## src/rtl/register_scoreboard.sv

```systemverilog
// Register hazard scoreboard: tracks EX/MEM/WB producers and reports per-register hazard codes.
// Macro SCOREBOARD_FWD_EN enables forwarding codes 2/3; when undefined every match reports a stall.
module register_scoreboard (
   input  logic                clk,
   input  logic                reset,
   input  logic                regwrite_cur,
   input  logic [2:0]          regwrite_adr_cur,
   input  logic                from_main_mem_cur,
   input  logic                en_idex,
   input  logic                en_exmem,
   input  logic                en_memwb,
   input  logic                flush_idex,
   input  logic                flush_exmem,
   input  logic                flush_memwb,
   output logic [7:0][2:0]     register_invalid,
   output logic [15:0]         stall_count
);

   localparam int unsigned ADR_W    = 3;
   localparam int unsigned NUM_REGS = 8;
   localparam int unsigned CODE_W   = 3;
   localparam int unsigned CNT_W    = 16;

   localparam logic [CODE_W-1:0] CODE_NONE   = CODE_W'(0);
   localparam logic [CODE_W-1:0] CODE_STALL  = CODE_W'(1);
   localparam logic [CODE_W-1:0] CODE_FWD_MEM = CODE_W'(2);
   localparam logic [CODE_W-1:0] CODE_FWD_WB  = CODE_W'(3);
   localparam logic [CNT_W-1:0]  CNT_MAX     = {CNT_W{1'b1}};

`ifdef SCOREBOARD_FWD_EN
   localparam bit FWD_EN = 1'b1;
`else
   localparam bit FWD_EN = 1'b0;
`endif

   typedef struct packed {
      logic             valid;
      logic [ADR_W-1:0] adr;
      logic             load;
   } slot_t;

   slot_t ex_slot, mem_slot, wb_slot;
   logic  any_stall_c;

   // Producer slots advance with their stage enables; a flush always wins over incoming valid.
   always_ff @(posedge clk or posedge reset) begin
      if (reset) begin
         ex_slot  <= '0;
         mem_slot <= '0;
         wb_slot  <= '0;
      end else begin
         if (en_idex) begin
            ex_slot.valid <= regwrite_cur & ~flush_idex;
            ex_slot.adr   <= regwrite_adr_cur;
            ex_slot.load  <= from_main_mem_cur;
         end
         if (en_exmem) begin
            mem_slot       <= ex_slot;
            mem_slot.valid <= ex_slot.valid & ~flush_exmem;
         end
         if (en_memwb) begin
            wb_slot       <= mem_slot;
            wb_slot.valid <= mem_slot.valid & ~flush_memwb;
         end
      end
   end

   // Youngest matching producer decides each register's code.
   always_comb begin
      register_invalid = '0;
      for (int unsigned r = 0; r < NUM_REGS; r++) begin
         register_invalid[r] = CODE_NONE;
         if (ex_slot.valid && ex_slot.adr == ADR_W'(r)) begin
            register_invalid[r] = CODE_STALL;
         end else if (mem_slot.valid && mem_slot.adr == ADR_W'(r)) begin
            register_invalid[r] = (FWD_EN && !mem_slot.load) ? CODE_FWD_MEM : CODE_STALL;
         end else if (wb_slot.valid && wb_slot.adr == ADR_W'(r)) begin
            register_invalid[r] = FWD_EN ? CODE_FWD_WB : CODE_STALL;
         end
      end
   end

   always_comb begin
      any_stall_c = 1'b0;
      for (int unsigned r = 0; r < NUM_REGS; r++) begin
         if (register_invalid[r] == CODE_STALL) any_stall_c = 1'b1;
      end
   end

   // Saturating count of cycles in which ID had to stall.
   always_ff @(posedge clk or posedge reset) begin
      if (reset) begin
         stall_count <= '0;
      end else if (any_stall_c && stall_count != CNT_MAX) begin
         stall_count <= stall_count + CNT_W'(1);
      end
   end

endmodule
```

## config.mk

```make
export PLATFORM = sky130hd
export DESIGN_NAME = register_scoreboard
export DESIGN_NICKNAME = d
export VERILOG_FILES = /design/src/rtl/register_scoreboard.sv
export SDC_FILE = /design/constraint.sdc
export NUM_CORES = 1
export LEC_CHECK = 0
export CAP_MARGIN = 15
export CELL_PAD_IN_SITES_DETAIL_PLACEMENT = 0
export CELL_PAD_IN_SITES_GLOBAL_PLACEMENT = 1
export CORE_ASPECT_RATIO = 0.7
export CORE_MARGIN = 3
export CORE_UTILIZATION = 35
export CTS_CLUSTER_SIZE = 20
export DETAILED_ROUTE_END_ITERATION = 6
export HOLD_SLACK_MARGIN = 0.06
export PLACE_DENSITY_LB_ADDON = 0.1
export SLEW_MARGIN = 30
export SYNTH_ARGS = -nofsm -noshare
export SYNTH_HDL_FRONTEND = slang
export SYNTH_SLANG_ARGS = --single-unit
```

## constraint.sdc

```tcl
create_clock -name clk -period 2.9 [get_ports clk]
set_input_delay 0.58 -clock clk [delete_from_list [all_inputs] [get_ports clk]]
set_output_delay 0.58 -clock clk [all_outputs]
set_load 0.005 [all_outputs]
```

==> results of run 1 <==
worst reg2reg max path: stages (launching register included):
cell and delay, ns:
dfrtp_1 0.51, nor4bb_1 0.20, or3_1 0.42, nor4_4 0.32
nand4b_4 0.24, nand2_1 0.20, mux2_1 0.34
worst paths after layout:
| check | depth (start not counted) | to | slack (ns) | start |
|---|---|---|---|---|
| max reg2reg | 6 | stall_count[1] | 0.57 | ex_slot[4] |
| min reg2reg | 1 | stall_count[9] | 0.50 | stall_count[9] |
| max | 5 | register_invalid[0] | 0.31 | mem_slot[4] |
| min in group asynchronous | 3 | stall_count[0] | 0.66 | reset |
| max in group asynchronous | 3 | stall_count[9] | 1.97 | reset |
| min | 1 | stall_count[9] | 0.50 | stall_count[9] |
logic make-up after synthesis:
kind of cell	after synthesis
other	1
buffers and inverters	33
AND/OR/NAND/NOR	70
adder cells (fa/ha/maj)	1
XOR/XNOR	14
flip-flops	28
AO/OA/AOI/OAI	8
multiplexers	9
final cells by class:
| cell class | instances | share of cell area, % |
|---|---|---|
| Tap cell | 66 | 3.919 |
| Inverter | 7 | 1.247 |
| Timing Repair Buffer | 38 | 17.70 |
| Multi-Input combinational cell | 118 | 41.27 |
| Sequential cell | 28 | 33.25 |
| Clock buffer | 4 | 2.613 |
placed cells by master, fill, tap and decap left out:
cell type        Yosys  final
conb_1               1     16
nor4_4               1      1
mux2_2               7      7
xnor2_1             14     14
and4_1               3      3
buf_4               16      3
and2_1               1      1
nor3_2               1      1
ha_1                 1      1
or3_4                1      1
inv_2                1      1
nand2b_1             1      1
nor2_1               5      5
nand4b_4             1      1
inv_1                6      6
nor4bb_1             6      6
mux2_1               2      2
nand4b_1             8      8
nand4_2              1      1
clkdlybuf4s50_1      0     35
nand4_1              9      9
dfrtp_1             28     28
or3_1                1      1
nand2_1             10     10
o311ai_1             3      3
nand3_1              5      5
and3_1               6      6
clkbuf_8             0      4
nand3_2              7      7
o21ai_0              2      2
o22ai_1              3      3
nor4_1               3      3
power by group through the flow:
| stage | sequential [uW] | combinational, uW | clock (uW) |
|---|---|---|---|
| 2_1_floorplan | 523 | 232 | 0 |
| 3_3_place_gp | 563 | 333 | 0 |
| 3_5_place_dp | 569 | 341 | 0 |
| 4_1_cts | 564 | 342 | 251 |
| 5_1_grt | 578 | 372 | 269 |
| 6_report | 567 | 338 | 239 |
synth_stat cells:
cell type,n
and3_1,6
inv_2,1
conb_1,1
inv_1,6
buf_4,16
buf_2,9
dfrtp_1,28
nand3_1,5
nor2_1,5
nor4_1,3
nor4bb_1,6
mux2_1,2
buf_6,1
and4_1,3
o22ai_1,3
nand4_1,9
or3_1,1
nor4_4,1
ha_1,1
nand3_2,7
xnor2_1,14
nand2_1,10
nand4_2,1
or3_4,1
nor3_2,1
mux2_2,7
o311ai_1,3
and2_1,1
nand2b_1,1
nand4b_1,8
o21ai_0,2
nand4b_4,1
state kept, by name, summed over array words and instances (netlist names):
name / cells
ex_slot: 4
wb_slot: 4
mem_slot: 4
stall_count: 16
per-stage QoR:
stage                     utilization [%]  worst slack, ns
final                               46.52           0.3083
after global routing                46.52           0.2167
after CTS                           46.52           0.3168
after detailed placement            45.30           0.5933
after global placement              45.30           0.5882
after floorplan                         -           0.8448
per-layer routing:
layer / vias up / global-route usage [%]
li1: 621 / -
met4: 0 / 2.294
met5: - / 0
met2: 62 / 21.72
met1: 625 / 18.53
met3: 2 / 3.828
==> impl_metrics.ini, run 1 <==
[timing]
hold_violations = 0
rsz0062_at_grt = false
fin_tns_setup_ns = 0
worst_pin_slew_ns = 0.5323
slew_viol_final = 0
skew_ns = 0.004160
period_share_pct = 89.37
post-route-min-period_ns = 2.592
fmax_ghz = 0.3858
setup_viol = 0
timing.hold.ws_ns = 0.5039
relSlewSlack_pct = 63.95

[synth]
synth_area_per_cell_um2 = 10.47
synthDistinctLibCells = 32
synth_top_family_by_area = simple AND/OR/NAND/NOR gates
synthSimpleGateAreaFrac_pct = 30.17
synthMuxAreaShare_pct = 5.904
synth_xor_area_share_pct = 7.143
ys_seq_elements = 28
yosys.area.top_type = dfrtp_1
synth_area_mm2 = 0.001717
synth_top_area_share_pct = 40.82
syn_inst = 164
synth_area_leaders = dfrtp_1 (41%), xnor2_1 (7.1%), buf_4 (7.0%)
yosysWarnings = 0
synth-compound-area-share_pct = 3.207
yosys.area_share.adder_pct = 0.7289
synth-seq-area-share_pct = 40.82

[detailed_routing]
drt-initial-drc-count = 88
drt_first_pass_iters = 4
wl_met1_um = 1793
wl_um = 3815
vias = 1310
top_layer = met4
ant_nets = 0
via_per_inst = 5.019
wl_met2_um = 1652
wl_met3_um = 356
post-route-drc-count = 0
wl_per_cell_um = 14.62

[floorplan]
start_util_pct = 37.90
dieArea_mm2 = 0.005794
die_y_um = 64.60
rows = 20
die_w_um = 89.71
core-area_mm2 = 0.004529
ios = 53

[power]
ir_worst_vdd_uv = 362.2
p_per_area_mw_per_mm2 = 543.0
p_seq_share_pct = 49.5
total_power_uw = 1144
p_leak_uw = 0.0008425
p_switching_uw = 367.6
internal_power_uw = 776.5
p_comb_share_pct = 29.6
p_clk_share_pct = 20.9
switching_share_pct = 32.13

[clock_tree]
ctsResizeCount = 0
cts.sinks = 28
clk_pin_slew_ns = 0.09
cts_tree = yes
cts_buffers = 3
postCtsSetupBuffers = 0
htreeDepth = 1
ctsHoldBuffers = 0
cts.path.max_buffers = 2
insertion_delay_ns = 0.27
clockRootBuffer = clkbuf_8

[placement]
dpl.hpwl_um = 2842
port_buffers = 35
gp_congestion = 0.8308
dp_cells = 257
place_area_mm2 = 0.002052

[layout]
syn2layout_area_growth_pct = 22.74
nFillCells = 422
diodes = 0
multi_input_area_um2 = 869.6
finish.instance_area_mm2 = 0.002107
layoutNonFillerInstCount = 261
drive_above_1_share_pct = 13.85
final_net_count = 210
seq_area_um2 = 700.7

[setup_path]
start_kind = flip-flop
crit_slowest_cell = dfrtp_1
critical_path.max_stage_delay_ns = 0.54
critPathBufInv = 3
required_ns = 2.32
path_max_fanout = 9
crit_type = flip-flop to output port
path_cells = inv_2 -> nor4_1 -> nor3_2 -> inv_1 -> clkdlybuf4s50_1
cp_top_family = buffers and inverters
crit_arrival_ns = 2.01
cp-end-kind = output port

[run]
drv_cap = 0

[grt]
grt.total_usage_pct = 13.53
antenna_found_initial = 0
grt_pass1_vias = 1263
grt_overflow_total = 0
grt_max_degree = 29
grt_first_pass_wirelength_um = 6403

[outcome]
status = complete, no violations

[hold_path]
hold_class = flip-flop to flip-flop
Power figures use the tool's default switching activity.
==> run 2, diff against run 1 <==
Settings changed: REMOVE_ABC_BUFFERS from default to 1.
==> impl_metrics.ini, run 2 (synthesis results as in run 1) <==
[outcome]
status = complete, no violations

[power]
p_seq_share_pct = 49.3
switching_share_pct = 31.76
p_per_area_mw_per_mm2 = 539.4
internal_power_uw = 775.5
p_clk_share_pct = 21.0
p_leak_uw = 0.0008425
p_comb_share_pct = 29.7
total_power_uw = 1136
ir_worst_vdd_uv = 385.8
p_switching_uw = 360.9

[placement]
gp_congestion = 0.7766
dpl.hpwl_um = 2857
port_buffers = 35
dp_cells = 257

[setup_path]
cp-startpoint = wb_slot[1]
critical_path.endpoint = register_invalid[15]
critical_path.max_stage_delay_ns = 0.62
cp-end-kind = output port
path_max_fanout = 8
start_kind = flip-flop
crit_type = flip-flop to output port
required_ns = 2.32
r2r_cells = 6
r2r-end = stall_count[1]
crit_arrival_ns = 2.06
crit_slowest_cell = clkdlybuf4s50_1
path_cells = inv_1 -> o311ai_1 -> clkdlybuf4s50_1
r2r-start = wb_slot[2]
regToRegSetupSlack_ns = 0.54

[layout]
final_net_count = 210
diodes = 0
drive_above_1_share_pct = 13.85
layout_common_cells = clkdlybuf4s50_1 (35), dfrtp_1 (28), conb_1 (16)
largest_reg_flops = 16
final_common_cell = clkdlybuf4s50_1
top_register = stall_count
nFillCells = 417
syn2layout_area_growth_pct = 22.74
layoutNonFillerInstCount = 261

[detailed_routing]
drt-initial-drc-count = 50
wl_um = 3868
drt_first_pass_iters = 4
wl_per_cell_um = 14.82
ant_nets = 0
via_per_inst = 5.023
post-route-drc-count = 0
vias = 1311

[grt]
grt_overflow_total = 0
grt.total_usage_pct = 13.21
grt_first_pass_wirelength_um = 6265
grt_pass1_vias = 1225
antenna_found_initial = 0
grt_max_degree = 29

[clock_tree]
cts.path.max_buffers = 2
postCtsSetupBuffers = 0
cts_tree = yes
ctsResizeCount = 0
insertion_delay_ns = 0.27
cts.sinks = 28
htreeDepth = 1
cts_buffers = 3
clk_pin_slew_ns = 0.09
ctsHoldBuffers = 0
clockRootBuffer = clkbuf_8

[run]
drv_cap = 0

[floorplan]
rows = 20
start_util_pct = 37.90
die_y_um = 64.60
dieArea_mm2 = 0.005794
core-area_mm2 = 0.004529
die_w_um = 89.71
ios = 53

[timing]
slew_viol_final = 0
post-route-min-period_ns = 2.637
rsz0062_at_grt = false
hold_violations = 0
setup_viol = 0
fmax_ghz = 0.3792
period_share_pct = 90.94
fin_tns_setup_ns = 0
worst_pin_slew_ns = 0.6125
skew_ns = 0.003012
relSlewSlack_pct = 58.52

[hold_path]
hold_class = flip-flop to flip-flop
==> run 2: power by group through the flow <==
stage               Combinational (uW)  Sequential [uW]  Clock (uW)
floorplan                          175              543           0
CTS                                342              558         248
detailed placement                 340              564           0
finish                             337              560         239
global route                       372              573         264
global placement                   333              559           0
==> run 2: worst min-delay path by stage <==
| stage | to | from | cells after the start |
|---|---|---|---|
| 2_1_floorplan | stall_count[9] | stall_count[9] | 1 |
| 3_3_place_gp | stall_count[9] | stall_count[9] | 1 |
| 3_5_place_dp | stall_count[9] | stall_count[9] | 1 |
| 4_1_cts | stall_count[9] | stall_count[9] | 1 |
| 5_1_grt | stall_count[9] | stall_count[9] | 1 |
| 6_report | stall_count[9] | stall_count[9] | 1 |
==> run 2: metrics by stage <==
step           setup WS (ns)  utilization [%]  instance area (um^2)  hold slack, ns
2_1_floorplan         0.7182                -                  1597          0.4870
3_3_place_gp          0.6228            45.30                  2052          0.4811
3_5_place_dp          0.5980            45.30                  2052          0.4994
4_1_cts               0.3031            46.52                  2107          0.5150
5_1_grt               0.1705            46.52                  2107          0.5246
6_report              0.2627            46.52                  2107          0.5109
==> run 2: area by class of cell <==
cell class	count	area, um^2	area share (%)
sequential	28	700.7	33.25
tap	66	82.58	3.919
multi-input combinational	118	869.6	41.27
clock buffer	4	55.05	2.613
inverter	7	26.28	1.247
timing repair buffer	38	372.9	17.70
==> run 2: critical path, delay by kind of cell (launching register included) <==
kind | cells | cell delay (ns)
buffers and inverters | 2 | 0.72
AO/OA/AOI/OAI | 1 | 0.58
flip-flops | 1 | 0.49
==> run 2: per-layer routing <==
metal / up-vias / part of all wire, % / GRT usage, %
met4: 0 / 0.90 / 2.677
met2: 43 / 41 / 18.35
met1: 641 / 53 / 20.16
met3: 6 / 5.8 / 3.712
met5: - / 0 / 0
li1: 621 / - / -
